File: config.mk
export PLATFORM = sky130hd
export DESIGN_NAME = clock_set_ctrl
export DESIGN_NICKNAME = d
export VERILOG_FILES = /design/src/rtl/clock_pkg.sv /design/src/rtl/btn_repeat.sv /design/src/rtl/clock_set_ctrl.sv
export SDC_FILE = /design/constraint.sdc
export NUM_CORES = 1
export LEC_CHECK = 0
export BUFFER_PORTS_ARGS = -buffer_cell sky130_fd_sc_hd__buf_4
export CORE_UTILIZATION = 65
export DETAILED_ROUTE_END_ITERATION = 12
export PLACE_DENSITY_LB_ADDON = 0.12
export RECOVER_POWER = 25
export SYNTH_ARGS = -nofsm -noshare
export SYNTH_HDL_FRONTEND = slang
export SYNTH_HIERARCHICAL = 1
export SYNTH_SLANG_ARGS = --single-unit
File: constraint.sdc
create_clock -name clk -period 4.8 [get_ports clk]
set_input_delay 0.96 -clock clk [delete_from_list [all_inputs] [get_ports clk]]
set_output_delay 0.96 -clock clk [all_outputs]
set_load 0.1 [all_outputs]
File: src/rtl/clock_pkg.sv
// Shared types and reset constants for the clock mode controller.
package clock_pkg;

    typedef enum logic [1:0] {
        RUN     = 2'd0,
        SET_HR  = 2'd1,
        SET_MIN = 2'd2
    } set_state_t;

    localparam set_state_t RST_STATE = RUN;
    localparam logic       RST_OUT   = 1'b0;
    localparam logic       RST_LVL   = 1'b0;

    function automatic logic is_set(input set_state_t s);
        return (s == SET_HR) || (s == SET_MIN);
    endfunction

endpackage

File: src/rtl/btn_repeat.sv
// Advance-button edge detect plus hold/auto-repeat timer; pulse is combinational in the sampling cycle.
// No backpressure: clr drops any pulse this cycle and restarts the hold timer.
module btn_repeat #(
    parameter int HOLD_CYC = 50_000_000,
    parameter int RPT_CYC  = 12_500_000
) (
    input  logic clk,
    input  logic rst,
    input  logic clr,
    input  logic btn,
    output logic pulse
);
    localparam int CW = $clog2(HOLD_CYC + 1);
    localparam logic [CW-1:0] HOLD_V  = CW'(HOLD_CYC);
    localparam logic [CW-1:0] RPT_V   = CW'(RPT_CYC);
    localparam logic [CW-1:0] CNT_ONE = CW'(1);

    logic          r_btn_q;
    logic          r_first;
    logic          r_rpt;
    logic [CW-1:0] r_cnt;
    logic          w_rise;
    logic          w_hit;

    // r_first suppresses a false edge from a button already held at reset release
    assign w_rise = btn & ~r_btn_q & ~r_first;
    assign w_hit  = btn & r_btn_q & ~r_first & (r_cnt == (r_rpt ? RPT_V : HOLD_V));
    assign pulse  = ~clr & (w_rise | w_hit);

    always_ff @(posedge clk or negedge rst) begin
        if (!rst) begin
            r_btn_q <= 1'b0;
            r_first <= 1'b1;
            r_rpt   <= 1'b0;
            r_cnt   <= '0;
        end else begin
            r_first <= 1'b0;
            r_btn_q <= btn;
            if (r_first || !btn || clr) begin
                r_cnt <= '0;
                r_rpt <= 1'b0;
            end else if (w_rise || w_hit) begin
                r_cnt <= CNT_ONE;
                r_rpt <= w_hit;
            end else if (r_cnt != '1) begin
                r_cnt <= r_cnt + CNT_ONE;
            end
        end
    end

endmodule

File: src/rtl/clock_set_ctrl.sv
// Run/set-hour/set-minute sequencer: gates the 1 Hz enable, routes advance pulses, drives blink.
// All outputs registered, 1-cycle latency; no backpressure.
module clock_set_ctrl
    import clock_pkg::*;
#(
    parameter int HOLD_CYC = 50_000_000,
    parameter int RPT_CYC  = 12_500_000
) (
    input  logic       clk,
    input  logic       rst,
    input  logic       tick_1hz,
    input  logic       btn_mode,
    input  logic       btn_adv,
    output logic       enb,
    output logic       adv_hr,
    output logic       adv_min,
    output logic       sec_clr,
    output logic       blank_hr,
    output logic       blank_min,
    output set_state_t mode
);
    set_state_t r_state;
    set_state_t w_next;
    logic       r_mode_q;
    logic       r_first;
    logic       r_blink;
    logic       r_enb, r_adv_hr, r_adv_min, r_sec_clr, r_blank_hr, r_blank_min;

    logic w_mode_edge;
    logic w_state_chg;
    logic w_pulse;
    logic w_blink_nxt;
    logic w_enb_nxt, w_adv_hr_nxt, w_adv_min_nxt, w_sec_clr_nxt;
    logic w_blank_hr_nxt, w_blank_min_nxt;

    assign w_mode_edge = btn_mode & ~r_mode_q & ~r_first;
    assign w_state_chg = (w_next != r_state);

    btn_repeat #(
        .HOLD_CYC(HOLD_CYC),
        .RPT_CYC (RPT_CYC)
    ) u_adv (
        .clk  (clk),
        .rst  (rst),
        .clr  (w_state_chg),
        .btn  (btn_adv),
        .pulse(w_pulse)
    );

    always_ff @(posedge clk or negedge rst) begin
        if (!rst) begin
            r_state  <= RST_STATE;
            r_mode_q <= RST_LVL;
            r_first  <= 1'b1;
        end else begin
            r_state  <= w_next;
            r_mode_q <= btn_mode;
            r_first  <= 1'b0;
        end
    end

    always_comb begin
        w_next = r_state;
        case (r_state)
            RUN:     if (w_mode_edge) w_next = SET_HR;
            SET_HR:  if (w_mode_edge) w_next = SET_MIN;
            SET_MIN: if (w_mode_edge) w_next = RUN;
            default: w_next = RUN;
        endcase
    end

    // A state change wins over a same-cycle tick or advance pulse
    always_comb begin
        w_enb_nxt       = (r_state == RUN) & tick_1hz & ~w_state_chg;
        w_adv_hr_nxt    = (r_state == SET_HR) & w_pulse;
        w_adv_min_nxt   = (r_state == SET_MIN) & w_pulse;
        w_sec_clr_nxt   = (r_state == SET_MIN) & (w_next == RUN);
        w_blink_nxt     = (w_state_chg || !is_set(w_next)) ? 1'b0 : (r_blink ^ tick_1hz);
        w_blank_hr_nxt  = (w_next == SET_HR) & w_blink_nxt;
        w_blank_min_nxt = (w_next == SET_MIN) & w_blink_nxt;
    end

    always_ff @(posedge clk or negedge rst) begin
        if (!rst) begin
            r_blink     <= RST_OUT;
            r_enb       <= RST_OUT;
            r_adv_hr    <= RST_OUT;
            r_adv_min   <= RST_OUT;
            r_sec_clr   <= RST_OUT;
            r_blank_hr  <= RST_OUT;
            r_blank_min <= RST_OUT;
        end else begin
            r_blink     <= w_blink_nxt;
            r_enb       <= w_enb_nxt;
            r_adv_hr    <= w_adv_hr_nxt;
            r_adv_min   <= w_adv_min_nxt;
            r_sec_clr   <= w_sec_clr_nxt;
            r_blank_hr  <= w_blank_hr_nxt;
            r_blank_min <= w_blank_min_nxt;
        end
    end

    assign enb       = r_enb;
    assign adv_hr    = r_adv_hr;
    assign adv_min   = r_adv_min;
    assign sec_clr   = r_sec_clr;
    assign blank_hr  = r_blank_hr;
    assign blank_min = r_blank_min;
    assign mode      = r_state;

endmodule
Word-level counts from Yosys, hierarchy flattened

Cells that the tools add are included.

Flip-flop bits (word level): 39
Bits in latches: 0
RAM bits: 0
Bits in read-only memories: 0
Input port bits: 5
Output and inout port bits: 8
Logic and storage cells: 64
Memories kept: 0

Add/sub/neg operators: 1
Multipliers: 0
Divide/modulo/power cells: 0
$lt $le $gt $ge: 0
Eq/ne operators: 7
Shift-type cells: 0
Mux-type cells: 11
Bitwise logic cells: 21
Reduce and logical (&&, ||, !) cells: 11

Operators by type and width:

| kind                                                | count |
|---|---|
| two-way mux 26 bit                                  | 4 |
| adder 26 x 1 -> 26 bit, second input constant       | 1 |
| equality test 26 bit                                | 1 |
| inequality test 26 bit, second input constant       | 1 |
| AND 1 bit                                           | 15 |
| two-way mux 2 bit                                   | 3 |
| one-hot mux 2 bit (3 select lines)                  | 1 |
| logical OR 1 bit                                    | 5 |
| equality test 2 x 1 -> 1 bit, second input constant | 2 |
| equality test 2 bit, second input constant          | 2 |
| zero test 2 bit                                     | 2 |
| inverter 1 bit                                      | 4 |
| two-way mux 1 bit                                   | 3 |
| nonzero test 3 bit                                  | 1 |
| zero test 1 bit                                     | 2 |
| inequality test 2 bit                               | 1 |
| nonzero test 2 bit                                  | 1 |
| OR 1 bit                                            | 1 |
| bitwise XOR 1 bit                                   | 1 |

Longest topological paths before layout

Gate-level depths: netlist of run 1.

Word-level depth: 11
Gate-level depth with buffers: 8
Mapped depth without buffers: 7

Modules after synthesis

Netlist of run 1, hierarchy kept.

By module, submodules not included:

| module         | instances | cells an instance | area an instance (um^2) | sequential area each (um^2) |
|---|---|---|---|---|
| btn_repeat     | 1         | 187               | 1853.0                  | 726.9 |
| clock_set_ctrl | 1         | 35                | 481.7                   | 276.5 |

Worst setup path before layout of run 1

Ideal clock, no wire load.

Path type: input-to-reg
Start point: input port btn_mode
End point: register r_blink
Library setup time: 143 ps
Arrival: 1994 ps
Required time: 4657 ps
Setup slack: 2663 ps
Cell stages on the path: 4
Buffers on the path: 0
Cell sequence: nor3b_4 -> mux2i_1 -> ha_1 -> nor4b_1

Longest elaborated chain between the ends: 9
Elaborated cells on any way between the ends: 13
Classes of those cells: eq/ne (3); mux (5); bitwise (2); reduce/logical (3)

Ends and longest elaborated chain:

| item                                                                       | RTL line                                                         | text |
|---|---|---|
| start: declaration                                                         | clock_set_ctrl.sv:12                                             | `input logic btn_mode,` |
| AND 1 bit * (2 in series)                                                  | clock_set_ctrl.sv:36                                             | `assign w_mode_edge = btn_mode & ~r_mode_q & ~r_first;` |
| two-way mux 2 bit (on tied branches)                                       | clock_set_ctrl.sv:67, clock_set_ctrl.sv:65, clock_set_ctrl.sv:66 |  |
| one-hot mux 2 bit (3 select lines) *                                       | clock_set_ctrl.sv:64                                             | `case (r_state)` |
| equality test 2 x 1 -> 1 bit / equality test 2 bit (equally long branches) | clock_pkg.sv:15                                                  | `return (s == SET_HR) \|\| (s == SET_MIN);` |
| logical OR 1 bit                                                           | clock_pkg.sv:15                                                  |  |
| zero test 1 bit                                                            | clock_set_ctrl.sv:78                                             | `w_blink_nxt = (w_state_chg \|\| !is_set(w_next)) ? 1'b0 : (r_blink ^ tick_1hz);` |
| logical OR 1 bit *                                                         | clock_set_ctrl.sv:78                                             |  |
| two-way mux 1 bit *                                                        | clock_set_ctrl.sv:78                                             |  |
| net w_blink_nxt                                                            | clock_set_ctrl.sv:32                                             | `logic w_blink_nxt;` |
| end signal: assignment                                                     | clock_set_ctrl.sv:93                                             | `r_blink <= w_blink_nxt;` |
| end: declaration                                                           | clock_set_ctrl.sv:26                                             | `logic r_blink;` |

The timed path passes the listed nets; every way through them passes the cells marked *.
A chain may end at the register's enable or synchronous reset.

Worst setup path after layout of run 1

Start point: register u_adv.r_cnt[2]
End point: register u_adv.r_cnt[4]

Longest elaborated chain between the ends: 5
Elaborated cells on any way between the ends: 9
Classes of those cells: add/sub (1); eq/ne (2); mux (3); bitwise (1); reduce/logical (2)

Ends and longest elaborated chain:

| item                                                                           | RTL line         | text |
|---|---|---|
| start: declaration                                                             | btn_repeat.sv:21 | `logic [CW-1:0] r_cnt;` |
| start signal: assignment                                                       | btn_repeat.sv:46 | `r_cnt <= r_cnt + CNT_ONE;` |
| parallel branches: the longest is 5 deep, another holds adder 26 x 1 -> 26 bit | n/a              |  |

Several ways; the timed one is not identified. The select of a mux whose other input is x is not followed.

==> results of run 1 <==
[flip-flops by register name, indices dropped and copies added (netlist names)]
signal,flops
blank_min,1
adv_hr,1
adv_min,1
u_adv/r_first,1
r_blink,1
u_adv/r_btn_q,1
sec_clr,1
u_adv/r_rpt,1
mode,2
u_adv/r_cnt,26
r_mode_q,1
blank_hr,1
enb,1
r_first,1
[final cells by class]
cell class,count,share of cell area (%)
Multi-Input combinational cell,171,49.67
Sequential cell,40,40.53
Timing Repair Buffer,12,3.335
Tap cell,46,2.324
Clock inverter,3,1.870
Clock buffer,5,1.516
Inverter,5,0.7580
[layer usage]
layer	track usage [%]	up-vias	wire length, µm
met5	0	-	0
met4	11.43	0	68
met3	9.317	6	266
met2	45.47	64	2258
met1	37.09	884	2040
li1	-	869	-
[Yosys cell counts, types with 3 or more instances]
| cell | number | area share [%] |
|---|---|---|
| nand4_1 | 6 | 1.6 |
| o21ai_1 | 3 | 0.64 |
| a21oi_2 | 10 | 3.8 |
| nor2b_1 | 3 | 0.80 |
| or3_1 | 8 | 2.1 |
| mux2i_1 | 5 | 2.1 |
| nor2_1 | 10 | 1.6 |
| and3_2 | 3 | 0.96 |
| nand2b_1 | 3 | 0.80 |
| ha_1 | 5 | 2.7 |
| a21oi_1 | 9 | 1.9 |
| or4_1 | 9 | 2.9 |
| a211oi_1 | 4 | 1.3 |
| nor4_1 | 5 | 1.3 |
| dfrtp_1 | 38 | 41 |
| o21ai_0 | 5 | 1.1 |
| inv_1 | 5 | 0.80 |
| nand3_1 | 11 | 2.4 |
| or4bb_1 | 3 | 1.4 |
| xnor2_1 | 4 | 1.5 |
| nor3_1 | 4 | 0.86 |
| nand2_1 | 20 | 3.2 |
| and2_1 | 6 | 1.6 |
| o31ai_1 | 8 | 2.6 |
[kinds of logic after synthesis]
| family | count (synthesis) | share of synthesized area, % |
|---|---|---|
| buf+inv | 11 | 4.341 |
| flops | 40 | 42.98 |
| fa+ha+maj | 5 | 2.680 |
| simple gates | 108 | 30.98 |
| mux | 7 | 3.430 |
| compound gates | 44 | 13.40 |
| xor+xnor | 5 | 1.876 |
| other cells | 2 | 0.3217 |
[power groups by stage]
stage	clock network (mW)	logic [mW]	registers [mW]
2_1_floorplan	0	0.0744	0.474
6_report	0.235	0.219	0.373
5_1_grt	0.253	0.235	0.374
3_5_place_dp	0	0.221	0.379
3_3_place_gp	0	0.214	0.377
4_1_cts	0.239	0.222	0.373
[worst max-delay path: stages, from the launching register on]
cell and delay (ns):
dfrtp_1 0.54, and4_2 0.31, nand4_4 0.13, nor4b_4 0.99, o21ai_0 0.27, a21oi_2 0.16
[final timing paths]
check / startpoint / endpoint / cells past startpoint
max reg2reg: u_adv/r_cnt[2] / u_adv/r_cnt[4] / 5
max: u_adv/r_cnt[2] / u_adv/r_cnt[4] / 5
min in group asynchronous: rst / u_adv/r_cnt[10] / 1
max in group asynchronous: rst / u_adv/r_cnt[4] / 1
min reg2reg: u_adv/r_cnt[23] / u_adv/r_cnt[23] / 2
min: u_adv/r_cnt[23] / u_adv/r_cnt[23] / 2
[cell usage in the layout, fill, tap and decap left out, drive strengths merged, types with 5 or more instances in the layout]
master,count
o31ai,8
clkbuf,8
nor4,6
inv,6
a211oi,5
nand3,11
o21ai,8
mux2i,5
or4,11
buf,9
a21oi,19
nand4,7
or3,8
and2,6
nor2,10
nand2,20
ha,5
and3,5
dfrtp,38
[per-stage QoR]
step	util, %	instances	hold slack (ns)	setup slack, ns	area, µm²
6_report	73.05	282	0.6013	2.313	2476
2_1_floorplan	-	222	0.5078	2.663	2335
4_1_cts	73.27	282	0.5408	2.329	2484
3_3_place_gp	70.80	274	0.5557	2.391	2400
3_5_place_dp	70.80	274	0.5685	2.316	2400
5_1_grt	73.05	282	0.6195	2.017	2476
==> metrics.md, run 1 <==
| Metric | Value |
|---|---|
| Seq cells post-synth | 40 |
| Register area | roughly 0.001 mm² |
| Post-route setup TNS | 0 ns |
| Asr flop ratio synth | 100.0% |
| Gate power share | around a quarter |
| Final setup violation count | 0 |
| Largest net degree at the start of global routing | ~40 |
| Critical path class | flop to flop |
| # DRC | 0 |
| Sw Share | between 30% and 40% |
| Total wire length | ~4.6 mm |
| Final nets | around 250 |
| Via count | around 1,800 |
| Setup Buffers After CTS | 0 |
| Die ar. | 0.003835 mm² |
| Mean post-synth cell area | between 10 and 15 µm² |
| Type of the worst min-delay path | flop to flop |
| Synthesis-to-layout area growth | 6.056% |
| Worst vdd ir | approximately 440 µV |
| Crit Path Max Fanout | 26 |
| Clk slew on worst S/H paths | roughly 0.13 ns |
| RSZ-0062 raised after global routing | false |
| Root Buffer | clkbuf_4 |
| Final hold violation count | 0 |
| Footprint of the multi-input gates | approximately 0.0012 mm² |
| Syn Std Cell Area | between 0.002 and 0.0025 mm² |
| Flop-to-flop setup slack | between 2 and 2.5 ns |
| DP Wirelength | approximately 3.4 mm |
| Power Density | 333.9 mW/mm² |
| Sw Pwr | around 0.3 mW |
| Final slew viol count | 41 |
| Reg power frac | 45.1% |
| Synth warn | 6 |
| Leak pwr | 0.9344 nW |
| Cell Int Power | roughly 0.53 mW |
| Clk pwr share | 28.5% |
| Fraction of layout cells with a size suffix above 1 | 21.19% |
| CTS buffer count | 5 |
| I/O Buffers | 12 |
| Vias per inst | ~6.5 |
| First-pass iteration count of the detailed router | 4 |
| GRT Total Usage | between 20% and 30% |
| Initial DRC count | 196 |
| Wire per inst | ~16 µm |
| ANT nets after route | 0 |
| Htree depth | 2 |
| Placer Congestion | between 0.8 and 0.9 |
| Number of enable flip-flop cells after synthesis | 0 |
| Number of max-cap violations | 1 |
| Num Clock Sinks | 40 |
| GRT overflow | 0 |
| Syn_nets | roughly 230 |
| Final worst path period need | approximately 2.5 ns |
| Row cnt | 21 |
| Synth Flop Type | dfrtp_1 |
| Max transition margin | -32.49% |
| Clock Latency Late Sink | 0.37 ns |
| Violated checks | max-capacitance violations, max-slew violations |
| Critical Path End Type | flop |
| Initial Util | 68.88% |
| Vias in the first global route | about 1,700 |
| Bufs on Longest Clock Path | 2 |
| Sequential share of the synthesized area | a little over two fifths |
| Ports | 13 |
| CTS Hold Bufs | 0 |
| Final worst path period share | between 50% and 60% |
| Die W | about 62 µm |
| Worst Path Required | 5.09 ns |
| Status | finished, violations left |
| Post_cts resized | 0 |
| Antenna violations before repair | 0 |
| TritonCTS clock tree | done |
| Nature of the critical path startpoint | flop |
| Ant. Diodes | 0 |
| First-pass GRT wire length | 7.783 mm |
| CORE AREA | between 0.003 and 0.004 mm² |
| Post-Synthesis Cells | approximately 220 |
| Worst Tran Pin Value | approximately 2.0 ns |
| FMAX | a little over 0.4 GHz |
| Filler instances | 243 |
| Data arrival time of the critical path | roughly 2.8 ns |
| Die height | between 60 and 70 µm |
| Synth unique cells | between 50 and 60 |
| Total power | between 0.8 and 0.9 mW |
| Skew final | 0.01370 ns |
Note: power is estimated with default switching activity, not from simulation.
==> run 2, diff against run 1 <==
--- a/config.mk
+++ b/config.mk
@@ -6,7 +6,7 @@
 export NUM_CORES = 1
 export LEC_CHECK = 0
 export BUFFER_PORTS_ARGS = -buffer_cell sky130_fd_sc_hd__buf_4
-export CORE_UTILIZATION = 65
+export CORE_UTILIZATION = 55
 export DETAILED_ROUTE_END_ITERATION = 12
 export PLACE_DENSITY_LB_ADDON = 0.12
 export RECOVER_POWER = 25
==> constraint.sdc (replaced) <==
create_clock -name clk -period 2.15 [get_ports clk]
set_input_delay 0.43 -clock clk [delete_from_list [all_inputs] [get_ports clk]]
set_output_delay 0.43 -clock clk [all_outputs]
set_load 0.1 [all_outputs]
==> run 2 against run 1 <==
The flow now finishes without violations. Largest power group unchanged. Via count rose by 2.0%. Largest cell class unchanged. Routed wire length rose by 7.6%. Clock skew fell by 0.0049 ns. First-iteration DRC count did not move. Critical endpoint is now u_adv/r_cnt[19].
==> metrics.md, run 2 (synthesis gave the netlist of run 1 again) <==
| Metric | Value |
|---|---|
| GRT overflow | 0 (unchanged) |
| Design area | 0.002592 mm² (+4.7%) |
| Die height | 67.16 µm (+8.4%) |
| FMAX | 0.4910 GHz (+22%) |
| RSZ-0062 raised after global routing | false |
| Final slew viol count | 0 (-100%) |
| # DRC | 0 (unchanged) |
| Power Density | 716.6 mW/mm² (+110%) |
| Worst vdd ir | 754.3 µV (+70%) |
| Max transition margin | 33.70% (+66 points) |
| Largest net degree at the start of global routing | 41 (unchanged) |
| Final setup violation count | 0 (unchanged) |
| Critical path class | flop to flop |
| Vias in the first global route | 1,711 (+3.7%) |
| Vias per inst | 6.302 (-2.5%) |
| Most flops, register | u_adv/r_cnt |
| Critical Path End Type | flop |
| Synthesis-to-layout area growth | 11.04% |
| Max reg flops | 26 (unchanged) |
| Clk slew on worst S/H paths | 0.09 ns (-0.04 ns) |
| Leak pwr | 0.9956 nW (+6.5%) |
| Nature of the critical path startpoint | flop |
| Fraction of layout cells with a size suffix above 1 | 24.90% (+3.7 points) |
| Die W | 67.16 µm (+8.4%) |
| Initial Util | 57.95% (-11 points) |
| Ports | 13 (unchanged) |
| Num Clock Sinks | 40 (unchanged) |
| Data arrival time of the critical path | 2.21 ns (-0.57 ns) |
| Dpl ws | 0.1176 ns (-2.199 ns) |
| First-pass GRT wire length | 8.376 mm (+7.6%) |
| Ant. Diodes | 0 (unchanged) |
| Register area | 0.001003 mm² (unchanged) |
| Clock Latency Late Sink | 0.30 ns (-0.07 ns) |
| Die ar. | 0.004510 mm² (+18%) |
| Placer Congestion | 0.8879 (+0.53%) |
| GRT Total Usage | 25.05% (-3.8 points) |
| Initial DRC count | 196 (unchanged) |
| Filler instances | 339 (+40%) |
| Footprint of the multi-input gates | 0.001234 mm² (+0.30%) |
| Crit Path Max Fanout | 11 (-58%) |
| CORE AREA | 0.004029 mm² (+19%) |
| Worst Path Required | 2.33 ns (-2.76 ns) |
| ANT nets after route | 0 (unchanged) |
| Row cnt | 23 (+9.5%) |
| Type of the worst min-delay path | input pin to flop |
| TritonCTS clock tree | done |
| DP Area | 0.002497 mm² (+4.1%) |
| Hold WS | 0.2746 ns (-0.3267 ns) |
| Htree depth | 2 (unchanged) |
| Final nets | 254 (+3.7%) |
| First-pass iteration count of the detailed router | 4 (unchanged) |
| Final worst path period need | 2.037 ns (-0.4503 ns) |
| Wire per inst | 16.89 µm (+2.8%) |
| Commonest non-fill, non-tap cell in the layout | dfrtp_1 |
| Total wire length | 4.984 mm (+7.6%) |
| Status | finished, final reports clean |
| Post-route setup TNS | 0 ns (unchanged) |
| Antenna violations before repair | 0 (unchanged) |
| I/O Buffers | 12 (unchanged) |
| Bufs on Longest Clock Path | 2 (unchanged) |
| Worst Tran Pin Value | 0.9945 ns (-0.9929 ns) |
| Skew final | 0.008785 ns (-0.004917 ns) |
| DP Wirelength | 3.630 mm (+8.2%) |
| Final hold violation count | 0 (unchanged) |
| Commonest non-fill, non-tap cells in the layout | 38 x dfrtp_1, 20 x nand2_1, 16 x buf_4 |
| Final setup margin | 0.1133 ns (-2.200 ns) |
| Number of max-cap violations | 0 (-1) |
| Via count | 1,859 (+2.0%) |
| Root Buffer | clkbuf_8 |
| CTS Hold Bufs | 0 (unchanged) |
| Final worst path period share | 94.73% (+43 points) |
| CTS buffer count | 5 (unchanged) |
run 2: cell types whose count changed in the layout (fill, tap and decap cells not counted), moves of 2 or more:
| cell | change |
|---|---|
| clkbuf_4 | -5 |
| buf_12 | +2 |
| clkbuf_8 | +6 |
| buf_4 | +7 |
run 2: worst max-delay path: stages, from the launching register on:
cell      delay, ns
dfrtp_1        0.46
or4_4          0.57
nor4_4         0.27
o211ai_2       0.19
nand4b_4       0.16
buf_4          0.20
a21oi_1        0.07
run 2: repair_timing:
item	CTS	global route
endpoints found under the setup margin	0	2
gates resized for setup	0	1
setup buffers	0	0
run 2: worst paths after layout:
kind,startpoint,endpoint,slack [ns],cells past startpoint
setup / recovery,u_adv/r_cnt[9],u_adv/r_cnt[19],0.11,6
hold / removal,btn_mode,r_mode_q,0.27,1
setup reg to reg,u_adv/r_cnt[9],u_adv/r_cnt[19],0.11,6
hold reg to reg,u_adv/r_cnt[22],u_adv/r_cnt[22],0.59,1
max in group asynchronous,rst,u_adv/r_cnt[22],1.24,1
min in group asynchronous,rst,u_adv/r_cnt[2],0.28,1
run 2: stage by stage:
stage          utilization (%)  power, mW  cells
6_report                 64.35      1.858    295
3_3_place_gp             61.99      1.334    287
3_5_place_dp             61.99      1.346    287
4_1_cts                  64.41      1.876    295
5_1_grt                  64.35      1.950    295
2_1_floorplan                -      1.225    222
run 2: routing by layer:
layer | track usage (%) | up-vias | part of all wire (%)
met5 | 0 | - | 0
met4 | 7.447 | 0 | 0.70
met3 | 4.054 | 5 | 5.2
met2 | 40.25 | 68 | 50
met1 | 34.71 | 909 | 44
li1 | - | 877 | -
run 2: power by group:
group,total (mW),internal (mW),switching [mW]
Combinational,0.498,0.138,0.359
Sequential,0.827,0.798,0.0295
Clock,0.532,0.260,0.273
run 2: layout make-up:
| cell class | instances | area share [%] |
|---|---|---|
| Inverter | 5 | 0.7239 |
| Tap cell | 50 | 2.413 |
| Clock buffer | 6 | 3.185 |
| Multi-Input combinational cell | 171 | 47.59 |
| Sequential cell | 40 | 38.71 |
| Timing Repair Buffer | 21 | 6.805 |
| Clock inverter | 2 | 0.5791 |
==> run 3, diff against run 2 <==
--- a/config.mk
+++ b/config.mk
@@ -6,7 +6,8 @@
 export NUM_CORES = 1
 export LEC_CHECK = 0
 export BUFFER_PORTS_ARGS = -buffer_cell sky130_fd_sc_hd__buf_4
-export CORE_UTILIZATION = 55
+export CORE_MARGIN = 2
+export CORE_UTILIZATION = 65
 export DETAILED_ROUTE_END_ITERATION = 12
 export PLACE_DENSITY_LB_ADDON = 0.12
 export RECOVER_POWER = 25
==> constraint.sdc (replaced) <==
create_clock -name clk -period 2.48 [get_ports clk]
set_input_delay 0.496 -clock clk [delete_from_list [all_inputs] [get_ports clk]]
set_output_delay 0.496 -clock clk [all_outputs]
set_load 0.1 [all_outputs]
==> run 3 against run 2 <==
Core utilization grew 10 points. Sequential share of layout area grew 0.86 points. Design area shrank 2.2%. Clock skew is essentially flat. Register-to-register slack gained 0.26 ns. Non-clock buffer count shrank 7. First-iteration DRC count shrank 45%. Flip-flop and latch count is the same. Cell count shrank 3.7%. Die area shrank 9.4%. Critical path depth shrank 1. Count of clock-buffer cells in the layout shrank 1. Highest routed layer unchanged.
==> metrics.md, run 3 (synthesis gave the netlist of run 1 again) <==
| Metric | Value |
|---|---|
| Final worst path period share | 84.98% (-9.7 points) |
| Ports | 13 (unchanged) |
| Initial DRC count | 107 (-45%) |
| Final setup margin | 0.3725 ns (+0.2591 ns) |
| Type of the worst min-delay path | input pin to async pin |
| Power Density | 708.9 mW/mm² (-1.1%) |
| Antenna violations before repair | 0 (unchanged) |
| CORE AREA | 0.003390 mm² (-16%) |
| Clock Latency Late Sink | 0.35 ns (+0.05 ns) |
| Post_cts resized | 0 (unchanged) |
| Via count | 1,823 (-1.9%) |
| GRT Total Usage | 26.17% (+1.1 points) |
| Vias per inst | 6.419 (+1.9%) |
| First-pass iteration count of the detailed router | 4 (unchanged) |
| RSZ-0062 raised after global routing | false |
| Worst Path Required | 2.71 ns (+0.38 ns) |
| CTS Hold Bufs | 0 (unchanged) |
| Setup Buffers After CTS | 0 (unchanged) |
| Number of max-cap violations | 0 (unchanged) |
| Synthesis-to-layout area growth | 8.628% |
| Crit Path Max Fanout | 25 (+14) |
| Worst Tran Pin Value | 0.9783 ns (-0.01612 ns) |
| ANT nets after route | 0 (unchanged) |
| Final slew viol count | 0 (unchanged) |
| Wire per inst | 16.61 µm (-1.7%) |
| Dpl ws | 0.3675 ns (+0.2499 ns) |
| Finished Core Util | 74.82% (+10 points) |
| Data arrival time of the critical path | 2.34 ns (+0.13 ns) |
| Sw Pwr | 0.5751 mW (-13%) |
| Critical Path End Type | flop |
| Vias in the first global route | 1,826 (+6.7%) |
| Post-Layout Cell Count | 284 (-3.7%) |
| TritonCTS clock tree | done |
| Bufs on Longest Clock Path | 2 (unchanged) |
| I/O Buffers | 12 (unchanged) |
| Post-route setup TNS | 0 ns (unchanged) |
| Initial Util | 68.88% (+11 points) |
| FMAX | 0.4745 GHz (-3.4%) |
| Max transition margin | 34.78% (+1.1 points) |
| Htree depth | 2 (unchanged) |
| # DRC | 0 (unchanged) |
| Number of instances in the placed design | 276 (-3.8%) |
| Gate power share | 24.1% (-2.7 points) |
| DP Wirelength | 3.425 mm (-5.6%) |
| Row cnt | 21 (-8.7%) |
| Clk slew on worst S/H paths | 0.12 ns (+0.03 ns) |
| Most flops, register | u_adv/r_cnt |
| Die ar. | 0.004087 mm² (-9.4%) |
| Die W | 63.93 µm (-4.8%) |
| Worst vdd ir | 949.8 µV (+26%) |
| Skew final | 0.009087 ns (+0.0003022 ns) |
| Commonest non-fill, non-tap cell in the layout | dfrtp_1 |
| Reg2Reg Depth | 5 (-1) |
| First-pass GRT wire length | 8.438 mm (+0.74%) |
| Max reg flops | 26 (unchanged) |
| Cell Int Power | 1.223 mW (+2.2%) |
| Root Buffer | clkbuf_4 |
| Largest net degree at the start of global routing | 41 (unchanged) |
| Status | finished, final reports clean |
| Reg power frac | 40.3% (-4.2 points) |
| GRT overflow | 0 (unchanged) |
| Final nets | 247 (-2.8%) |
| Final setup violation count | 0 (unchanged) |
| Fraction of layout cells with a size suffix above 1 | 22.27% (-2.6 points) |
| FF-to-FF Start | u_adv/r_cnt[9] |
| CTS buffer count | 5 (unchanged) |
| Final hold violation count | 0 (unchanged) |
| Ant. Diodes | 0 (unchanged) |
| Placer Congestion | 0.9685 (+9.1%) |
| Flop-to-flop setup slack | 0.37 ns (+0.26 ns) |
| Total wire length | 4.716 mm (-5.4%) |
| Clk pwr share | 35.6% (+6.9 points) |
| Sw Share | 31.99% (-3.6 points) |
| Leak pwr | 0.9719 nW (-2.4%) |
| Nature of the critical path startpoint | flop |
| R2R Path End | u_adv/r_cnt[2] |
| Die height | 63.93 µm (-4.8%) |
| Num Clock Sinks | 40 (unchanged) |
| Critical path class | flop to flop |
| Commonest non-fill, non-tap cells in the layout | 38 x dfrtp_1, 20 x nand2_1, 11 x buf_4, 11 x nand3_1 |
| Final worst path period need | 2.108 ns (+0.07086 ns) |
==> run 3: cell count changes in the layout (fill, tap and decap cells not counted), sizes merged <==
cell      previous run  this run
bufinv               0         3
clkbuf               9         8
clkinvlp             2         0
buf                 18        11
==> run 3: worst max-delay path by stage <==
stage / end / slack, ns / start
floorplan: r_blink / 0.46 / mode[0]
global placement: u_adv/r_cnt[15] / 0.43 / u_adv/r_cnt[6]
detailed placement: u_adv/r_cnt[20] / 0.37 / u_adv/r_cnt[9]
CTS: u_adv/r_cnt[2] / 0.36 / u_adv/r_cnt[9]
global route: u_adv/r_cnt[20] / 0.21 / u_adv/r_cnt[1]
finish: u_adv/r_cnt[2] / 0.37 / u_adv/r_cnt[9]
==> run 3: power by group through the flow <==
stage               Combinational (mW)  Sequential, mW  Clock, mW
floorplan                        0.144           0.918          0
global route                     0.464           0.730      0.677
detailed placement               0.435           0.734          0
finish                           0.434           0.724      0.640
global placement                 0.414           0.728          0
CTS                              0.436           0.724      0.646
==> run 3: final cells by class <==
| cell class | instances | area, µm² |
|---|---|---|
| repair buffers | 14 | 98.84 |
| inverters | 5 | 18.77 |
| clock buffers | 5 | 37.54 |
| fillers | 249 | 853.3 |
| clock inverters | 3 | 90.09 |
| well taps | 46 | 57.56 |
| multi-input cells | 171 | 1230 |
| flip-flops and latches | 40 | 1003 |
==> run 3: critical path: stages, from the launching register on <==
cell	delay [ns]
dfrtp_1	0.48
or4_4	0.58
nor4_4	0.27
o211ai_2	0.19
nand4b_4	0.38
a211oi_1	0.09
==> run 3: routing by layer <==
layer	routed length (µm)	global-route usage, %
met1	2124	35.24
met2	2341	41.67
met3	196	5.634
met4	54	9.511
met5	0	0
==> run 3: per-stage QoR <==
step | hold WS [ns] | total power, mW | instance area, µm²
finish | 0.2770 | 1.798 | 2536
global route | 0.2574 | 1.871 | 2536
CTS | 0.1089 | 1.806 | 2542
detailed placement | 0.5026 | 1.170 | 2415
global placement | 0.4890 | 1.143 | 2415
floorplan | 0.2004 | 1.062 | 2335
